<file path="src/rtl/store_buffer_pkg.sv">
// Shared memory-stage definitions: store-buffer entry layout, default depth and
// access-size helpers. Nothing core-specific belongs here.
package store_buffer_pkg;

  localparam int unsigned SB_DEPTH_DEFAULT = 4;
  // Loads and stores are matched on the word address; bits below this are the byte offset.
  localparam int unsigned WORD_LSB = 2;

  typedef struct packed {
    logic [31:0] addr;
    logic [31:0] data;
    logic        is_half;
    logic        is_byte;
  } sb_entry_t;

  function automatic logic is_subword(input logic half, input logic bsel);
    return half | bsel;
  endfunction

endpackage

</file>
<file path="src/rtl/store_buffer_match.sv">
// Word-address compare across all valid store-buffer entries, reporting the
// youngest match and whether any matching entry is a sub-word store.
module sb_match
  import store_buffer_pkg::*;
#(
  parameter int unsigned DEPTH = SB_DEPTH_DEFAULT,
  localparam int unsigned PTR_W = $clog2(DEPTH),
  localparam int unsigned CNT_W = PTR_W + 1
) (
  input  sb_entry_t        entries_i [DEPTH],
  input  logic [PTR_W-1:0] head_i,
  input  logic [CNT_W-1:0] count_i,
  input  logic [31:0]      addr_i,
  output logic             hit_o,
  output logic             sub_hit_o,
  output logic [PTR_W-1:0] hit_idx_o
);

  logic [PTR_W-1:0] idx;

  // Walk oldest to youngest from the head so the last match seen is the youngest.
  always_comb begin
    hit_o     = 1'b0;
    sub_hit_o = 1'b0;
    hit_idx_o = '0;
    idx       = '0;
    for (int unsigned k = 0; k < DEPTH; k++) begin
      idx = head_i + PTR_W'(k);
      if ((CNT_W'(k) < count_i) &&
          (entries_i[idx].addr[31:WORD_LSB] == addr_i[31:WORD_LSB])) begin
        hit_o     = 1'b1;
        hit_idx_o = idx;
        if (is_subword(entries_i[idx].is_half, entries_i[idx].is_byte)) begin
          sub_hit_o = 1'b1;
        end
      end
    end
  end

endmodule

</file>
<file path="src/rtl/store_buffer.sv">
// Circular store buffer between EX/MEM and data memory: drains the head entry
// when the write port is free and forwards word stores to matching word loads.
module store_buffer
  import store_buffer_pkg::*;
#(
  parameter int unsigned DEPTH = SB_DEPTH_DEFAULT,
  parameter int unsigned p_num = 0
) (
  input  logic                 Clk,
  input  logic                 Rst_n,
  input  logic                 EX_MEM_MemWrite,
  input  logic                 EX_MEM_MemRead,
  input  logic                 EX_MEM_HalfControl,
  input  logic                 EX_MEM_ByteControl,
  input  logic [31:0]          EX_MEM_ALUResult,
  input  logic [31:0]          EX_MEM_rt_val,
  input  logic                 Mem_Grant,
  output logic                 Mem_WrEn,
  output logic [31:0]          Mem_Addr,
  output logic [31:0]          Mem_WrData,
  output logic                 Mem_Half,
  output logic                 Mem_Byte,
  output logic                 SB_Fwd_Valid,
  output logic [31:0]          SB_Fwd_Data,
  output logic                 SB_Stall,
  output logic                 SB_Empty,
  output logic [$clog2(DEPTH):0] SB_Count
);

  localparam int unsigned PTR_W = $clog2(DEPTH);
  localparam int unsigned CNT_W = PTR_W + 1;

  sb_entry_t        mem_q [DEPTH];
  logic [PTR_W-1:0] head_q, head_d;
  logic [PTR_W-1:0] tail_q, tail_d;
  logic [CNT_W-1:0] count_q, count_d;

  logic             hit, sub_hit, full, load_hazard, drain, push;
  logic [PTR_W-1:0] hit_idx;

  sb_match #(.DEPTH(DEPTH)) u_match (
    .entries_i (mem_q),
    .head_i    (head_q),
    .count_i   (count_q),
    .addr_i    (EX_MEM_ALUResult),
    .hit_o     (hit),
    .sub_hit_o (sub_hit),
    .hit_idx_o (hit_idx)
  );

  always_comb begin
    SB_Empty    = (count_q == '0);
    full        = (count_q == CNT_W'(DEPTH));
    load_hazard = EX_MEM_MemRead & hit &
                  (sub_hit | EX_MEM_HalfControl | EX_MEM_ByteControl);
    // A pending load only yields the write port when it is waiting on the buffer itself.
    drain       = !SB_Empty & Mem_Grant & (!EX_MEM_MemRead | load_hazard);
    push        = EX_MEM_MemWrite & !(full & !drain);

    SB_Stall     = (EX_MEM_MemWrite & full & !drain) | load_hazard;
    SB_Fwd_Valid = EX_MEM_MemRead & hit & !load_hazard;
    SB_Fwd_Data  = SB_Fwd_Valid ? mem_q[hit_idx].data : '0;
    SB_Count     = count_q;

    Mem_WrEn   = drain;
    Mem_Addr   = mem_q[head_q].addr;
    Mem_WrData = mem_q[head_q].data;
    Mem_Half   = mem_q[head_q].is_half;
    Mem_Byte   = mem_q[head_q].is_byte;

    head_d  = head_q + PTR_W'(drain);
    tail_d  = tail_q + PTR_W'(push);
    count_d = count_q + CNT_W'(push) - CNT_W'(drain);
  end

  always_ff @(posedge Clk or negedge Rst_n) begin
    if (!Rst_n) begin
      head_q  <= '0;
      tail_q  <= '0;
      count_q <= '0;
      for (int unsigned i = 0; i < DEPTH; i++) begin
        mem_q[i] <= '0;
      end
    end else begin
      head_q  <= head_d;
      tail_q  <= tail_d;
      count_q <= count_d;
      if (push) begin
        mem_q[tail_q] <= '{addr:    EX_MEM_ALUResult,
                           data:    EX_MEM_rt_val,
                           is_half: EX_MEM_HalfControl,
                           is_byte: EX_MEM_ByteControl};
      end
    end
  end

endmodule
</file>
<file path="config.mk">
export PLATFORM = sky130hd
export DESIGN_NAME = store_buffer
export DESIGN_NICKNAME = d
export VERILOG_FILES = /design/src/rtl/store_buffer_pkg.sv /design/src/rtl/store_buffer_match.sv /design/src/rtl/store_buffer.sv
export SDC_FILE = /design/constraint.sdc
export NUM_CORES = 1
export LEC_CHECK = 0
export ABC_CLOCK_PERIOD_IN_PS = 6300
export BUFFER_PORTS_ARGS = -buffer_cell sky130_fd_sc_hd__buf_2
export CAP_MARGIN = 20
export CORE_MARGIN = 2
export CORE_UTILIZATION = 68
export CTS_BUF_LIST = sky130_fd_sc_hd__clkbuf_8
export DETAILED_ROUTE_END_ITERATION = 6
export GPL_TIMING_DRIVEN = 0
export PLACE_DENSITY = 0.86
export SYNTH_ARGS = -nofsm -noshare
export SYNTH_HDL_FRONTEND = slang
export SYNTH_SLANG_ARGS = --single-unit
</file>
<file path="constraint.sdc">
create_clock -name Clk -period 6.3 [get_ports Clk]
set_clock_uncertainty 0.05 [all_clocks]
set_input_delay 0.63 -clock Clk [delete_from_list [all_inputs] [get_ports Clk]]
set_output_delay 0.63 -clock Clk [all_outputs]
set_load 0.005 [all_outputs]
</file>
* Yosys cells after proc, flatten, opt, wreduce, memory -nomap -nowiden
Cells that the tools add are included.
Word-level totals: flip-flop bits (word level) 271, bits of input ports 71, output and inout bits 105, word-level logic and storage cells 111
Operators by class: add/sub/neg operators 7, magnitude comparators 11, equality and inequality tests 5, multiplexer cells 35, bitwise operators 23, reduce and logical (&&, ||, !) cells 11
Operators by type and width (count):
- binary-select mux 66 bit (select 2 bit) | 5
- two-way mux 66 bit | 9
- bitwise mux 264 bit | 1
- demux 66 bit (select 2 bit) | 1
- == test 30 bit | 4
- two-way mux 34 bit | 2
- two-way mux 32 bit | 1
- >= comparator 3 bit, second input constant | 6
- NOT 2 -> 3 bit | 6
- two-way mux 1 bit | 12
- bitwise AND 1 bit | 9
- two-way mux 2 bit | 4
- bitwise OR 1 bit | 8
- < comparator 1 x 3 -> 1 bit, first input constant | 2
- < comparator 2 x 3 -> 1 bit, first input constant | 2
- logical AND 1 bit | 5
- logical NOT 1 bit | 5
- adder 2 x 1 -> 2 bit | 2
- adder 2 bit, second input constant | 2
- adder 3 x 1 -> 3 bit | 1
- == test 3 bit, second input constant | 1
- logical NOT 3 bit | 1
- < comparator 3 x 1 -> 1 bit, second input constant | 1
- subtractor 3 x 1 -> 3 bit | 1
- adder 2 x 1 -> 2 bit, second input constant | 1

* Longest topological paths before layout
depth after elaboration 24, depth in mapped cells 19, gate-level depth less buffers 14

* Cells and area by module
A second synthesis with hierarchy kept.
Unflattened totals: cell total of the unflattened synthesis 1263, area, all modules 17620.6 sq um
By module, submodules not included:
- store_buffer | instances 1, cells each 748, area an instance 12753.5 sq um, sequential area each 6781.5 sq um
- sb_match | instances 1, cells each 515, area an instance 4867.2 sq um, sequential area each 0.0 sq um

* Least setup slack after synthesis
OpenSTA, ideal clock, no wires.
path kind register to output, start point register head_q[0], end point output port SB_Fwd_Data[0], arrival time 3.530 ns, data required time 5.620 ns, path slack 2.090 ns, cell stages (with the launch flop) 17, buffers on the path 6, path through dfrtp_1 buf_6 buf_6 buf_6 buf_6 buf_2 mux2i_1 xor2_1 nor2_1 a2111oi_0 nand4_1 or2_1 nor2_1 a21oi_1 o31ai_2 clkbuf_1 o211a_1
On the way: cells in the longest elaborated chain, start to end 19, elaborated cells on any way between the ends 58, those cells by class add/sub (3); eq/ne (4); mux (32); bitwise (14); reduce/logical (5)
RTL lines:
- start, declared | RTL line store_buffer.sv:34 | logic [PTR_W-1:0] head_q, head_d;
- start signal, assigned | RTL line store_buffer.sv:78 | head_q <= '0;
- start signal, assigned | RTL line store_buffer.sv:85 | head_q <= head_d;
- parallel branches: the longest is 18 deep, another holds adder 2 x 1 -> 2 bit
- two-way mux 32 bit * | RTL line store_buffer.sv:62 | SB_Fwd_Data = SB_Fwd_Valid ? mem_q[hit_idx].data : '0;
- end, declared | RTL line store_buffer.sv:24 | output logic [31:0] SB_Fwd_Data,
Every way passes the cells marked *. The select of a mux whose other input is x is not followed.

* Final worst setup path
start point register head_q[0], end point output port SB_Fwd_Data[6]
Same word-level chain as after synthesis.

==> out/metrics.yaml <==
routedWlPerCell_um: 31.7
drt_iter0_markers: 2492
syn_to_final_growth_pct: 12.5
max_slew_margin_pct: 30.9
leakagePower_nw: 10.3
outcome: "finished, violations left"
die_h_um: 177
gp_congestion: 1.02
required_ps: 5620
root_buffer: "clkbuf_8"
clockBufferDepth: 3
end_kind: "output port"
yosysTopAreaCell: "dfrtp_1"
max_stage_delay_ps: 660
grt_pass1_vias: 17200
synth_top_flop_cell: "dfrtp_1"
numPortBuffers: 155
nets: 1961
hold_viol: 0
viasPerCell: 7.63
htreeDepth: 2
syn-instance-count: 1673
grt_max_degree: 127
drive_gt1_share_pct: 37.1
synth_seq_area_share_pct: 33.5
start_util_pct: 68.7
synth_edf_count: 0
synth_area_leaders: "dfrtp_1 (33%), mux4_2 (11%), mux2_4 (9.2%)"
fill_cells: 1815
cp_cell_sequence: "buf_6 -> buf_6 -> buf_4 -> mux2i_1 -> o21ai_0 -> nor3_1 -> a21oi_1 -> or4_1 -> or2_1 -> a2111oi_1 -> a21oi_1 -> o31ai_4 -> buf_12 -> buf_4 -> clkbuf_2 -> o21ai_0 -> o211a_1 -> buf_2"
ant_nets: 0
critPathBufInv: 7
antenna_found_initial: 6
cts_made_buffers: 48
ys_top_cells_by_count: "dfrtp_1 (271), mux2i_1 (156), mux2_4 (124)"
async_flop_share_pct: 100
yosys.area.top_type_share_pct: 33.5
hold_path.class: "in -> reg"
rsz0062_at_grt: "no"
insertion_delay_ps: 620
cp_top_family: "buffers and inverters"
ys_types: 76
critPathArrivalTime_ps: 5570
finalPower_mw: 14.4
setup_viol: 0
tritoncts: "yes"
critPathKind: "reg -> out"
core_um2: 29500
violations: "DRC"
synth.avg_cell_area_um2: 12.1
overflow: 0
slew_violations: 0
grt.total_usage_pct: 46.4
fp.dieW_um: 177
maxCapViolations: 0
syn_area_um2: 20300
period_needed_ps: 6250
grt_pass1_wl_um: 108000
vias: 17600
cts.sinks: 271
syn-num-nets: 1751
period_share_pct: 99.2
powerDensity_nw_per_um2: 631
critPathMaxFanout: 10
pin_count: 176
max_freq_mhz: 160
dp.final_hpwl_um: 50600
finalWirelength_um: 73000
ys_warn_count: 0
ys_seq_elements: 271
post-place-ws_ps: -37.8
worstMarginPinSlew_ps: 1040
regArea_um2: 6780
drtPass1Iterations: 7
slowest_stage: "or4_1"
num_rows: 63
vdd_ir_drop_max_uv: 431
crit_path_start_kind: "flop"
multi_input_area_um2: 12600
fin_tns_setup_ps: 0
die_area_um2: 31200
route.detailed.drc: 3
worst_slack_ps: 48.4
yosysMostFrequentCell: "dfrtp_1"
path_clk_slew_ps: 60
logic make-up (layout without fill, tap and decap cells):
kind of cell,after synthesis,count (layout),share of synthesized area (%)
flops,271,271,33.5
mux,527,527,36.4
xor+xnor,107,107,4.63
buf+inv,189,430,5.20
fa+ha+maj,7,7,0.469
other cells,0,2,0
simple gates,224,224,6.06
compound gates,348,348,13.8
registers in the layout, indices dropped and copies added (netlist names):
signal	flops
mem_q	264
SB_Count	3
tail_q	2
head_q	2
layout by cell type (no fill, tap or decap), types with 7 or more instances in the layout:
cell / n
a211oi_1: 33
a21oi_1: 14
a2bb2oi_1: 33
and2_1: 32
and3_1: 9
buf_1: 13
buf_2: 172
buf_4: 18
buf_6: 28
buf_8: 7
clkbuf_1: 59
clkbuf_2: 23
clkbuf_8: 64
dfrtp_1: 271
inv_1: 30
mux2_1: 40
mux2_2: 103
mux2_4: 124
mux2i_1: 152
mux4_2: 103
nand2_1: 31
nand2b_1: 36
nand4_1: 16
nor2_1: 51
nor2b_1: 7
nor3_1: 9
o211a_1: 33
o21a_1: 31
o21ai_0: 43
o21ai_1: 7
o221a_2: 30
o221ai_1: 42
o22ai_1: 34
xnor2_1: 86
xor2_1: 15
where the power goes:
part	leakage (nW)	switching [mW]	internal, mW
clock network	0.554	0.789	0.938
registers	3.21	1.20	2.65
logic	6.53	4.41	4.40
stage by stage:
| stage | cells | utilization [%] | area [um2] | hold slack [ps] |
|---|---|---|---|---|
| floorplan | 1673 | - | 20300 | 284 |
| global placement | 2218 | 73.0 | 21500 | 414 |
| detailed placement | 2220 | 73.2 | 21600 | 433 |
| CTS | 2301 | 76.8 | 22700 | 230 |
| global route | 2305 | 77.3 | 22800 | 230 |
| finish | 2306 | 77.3 | 22800 | 237 |
worst paths after layout:
check,slack (ps),end,cells after the start,from
max in group asynchronous,4820,mem_q[147],3,Rst_n
setup reg to reg,700,SB_Count[1],17,head_q[0]
hold reg to reg,470,mem_q[166],1,mem_q[166]
hold / removal,240,mem_q[26],2,EX_MEM_rt_val[24]
min in group asynchronous,450,mem_q[241],2,Rst_n
setup / recovery,50,SB_Fwd_Data[6],18,head_q[0]
layout make-up:
class / instances / area share, %
inverters: 22 / 0.368
clock inverters: 17 / 0.434
repair buffers: 162 / 3.92
plain buffers: 165 / 4.46
diodes: 2 / 0.0220
clock buffers: 64 / 3.86
well taps: 390 / 2.14
multi-input cells: 1213 / 55.1
flip-flops and latches: 271 / 29.7
per-layer routing:
layer	share of wire, %	track usage, %	vias up
met1	38	65.4	8745
met3	14	13.3	329
li1	-	-	6892
met4	4.3	17.1	6
met5	0.055	0	-
met2	44	68.6	1612
timing repair:
action                     CTS  global route
hold buffers                 1             0
hold endpoints to repair    31             0
pin swaps                    0             3
setup endpoints to repair   33            33
buffers inserted             0             4
gates resized for setup     24            45
Power figures use the tool's default switching activity.
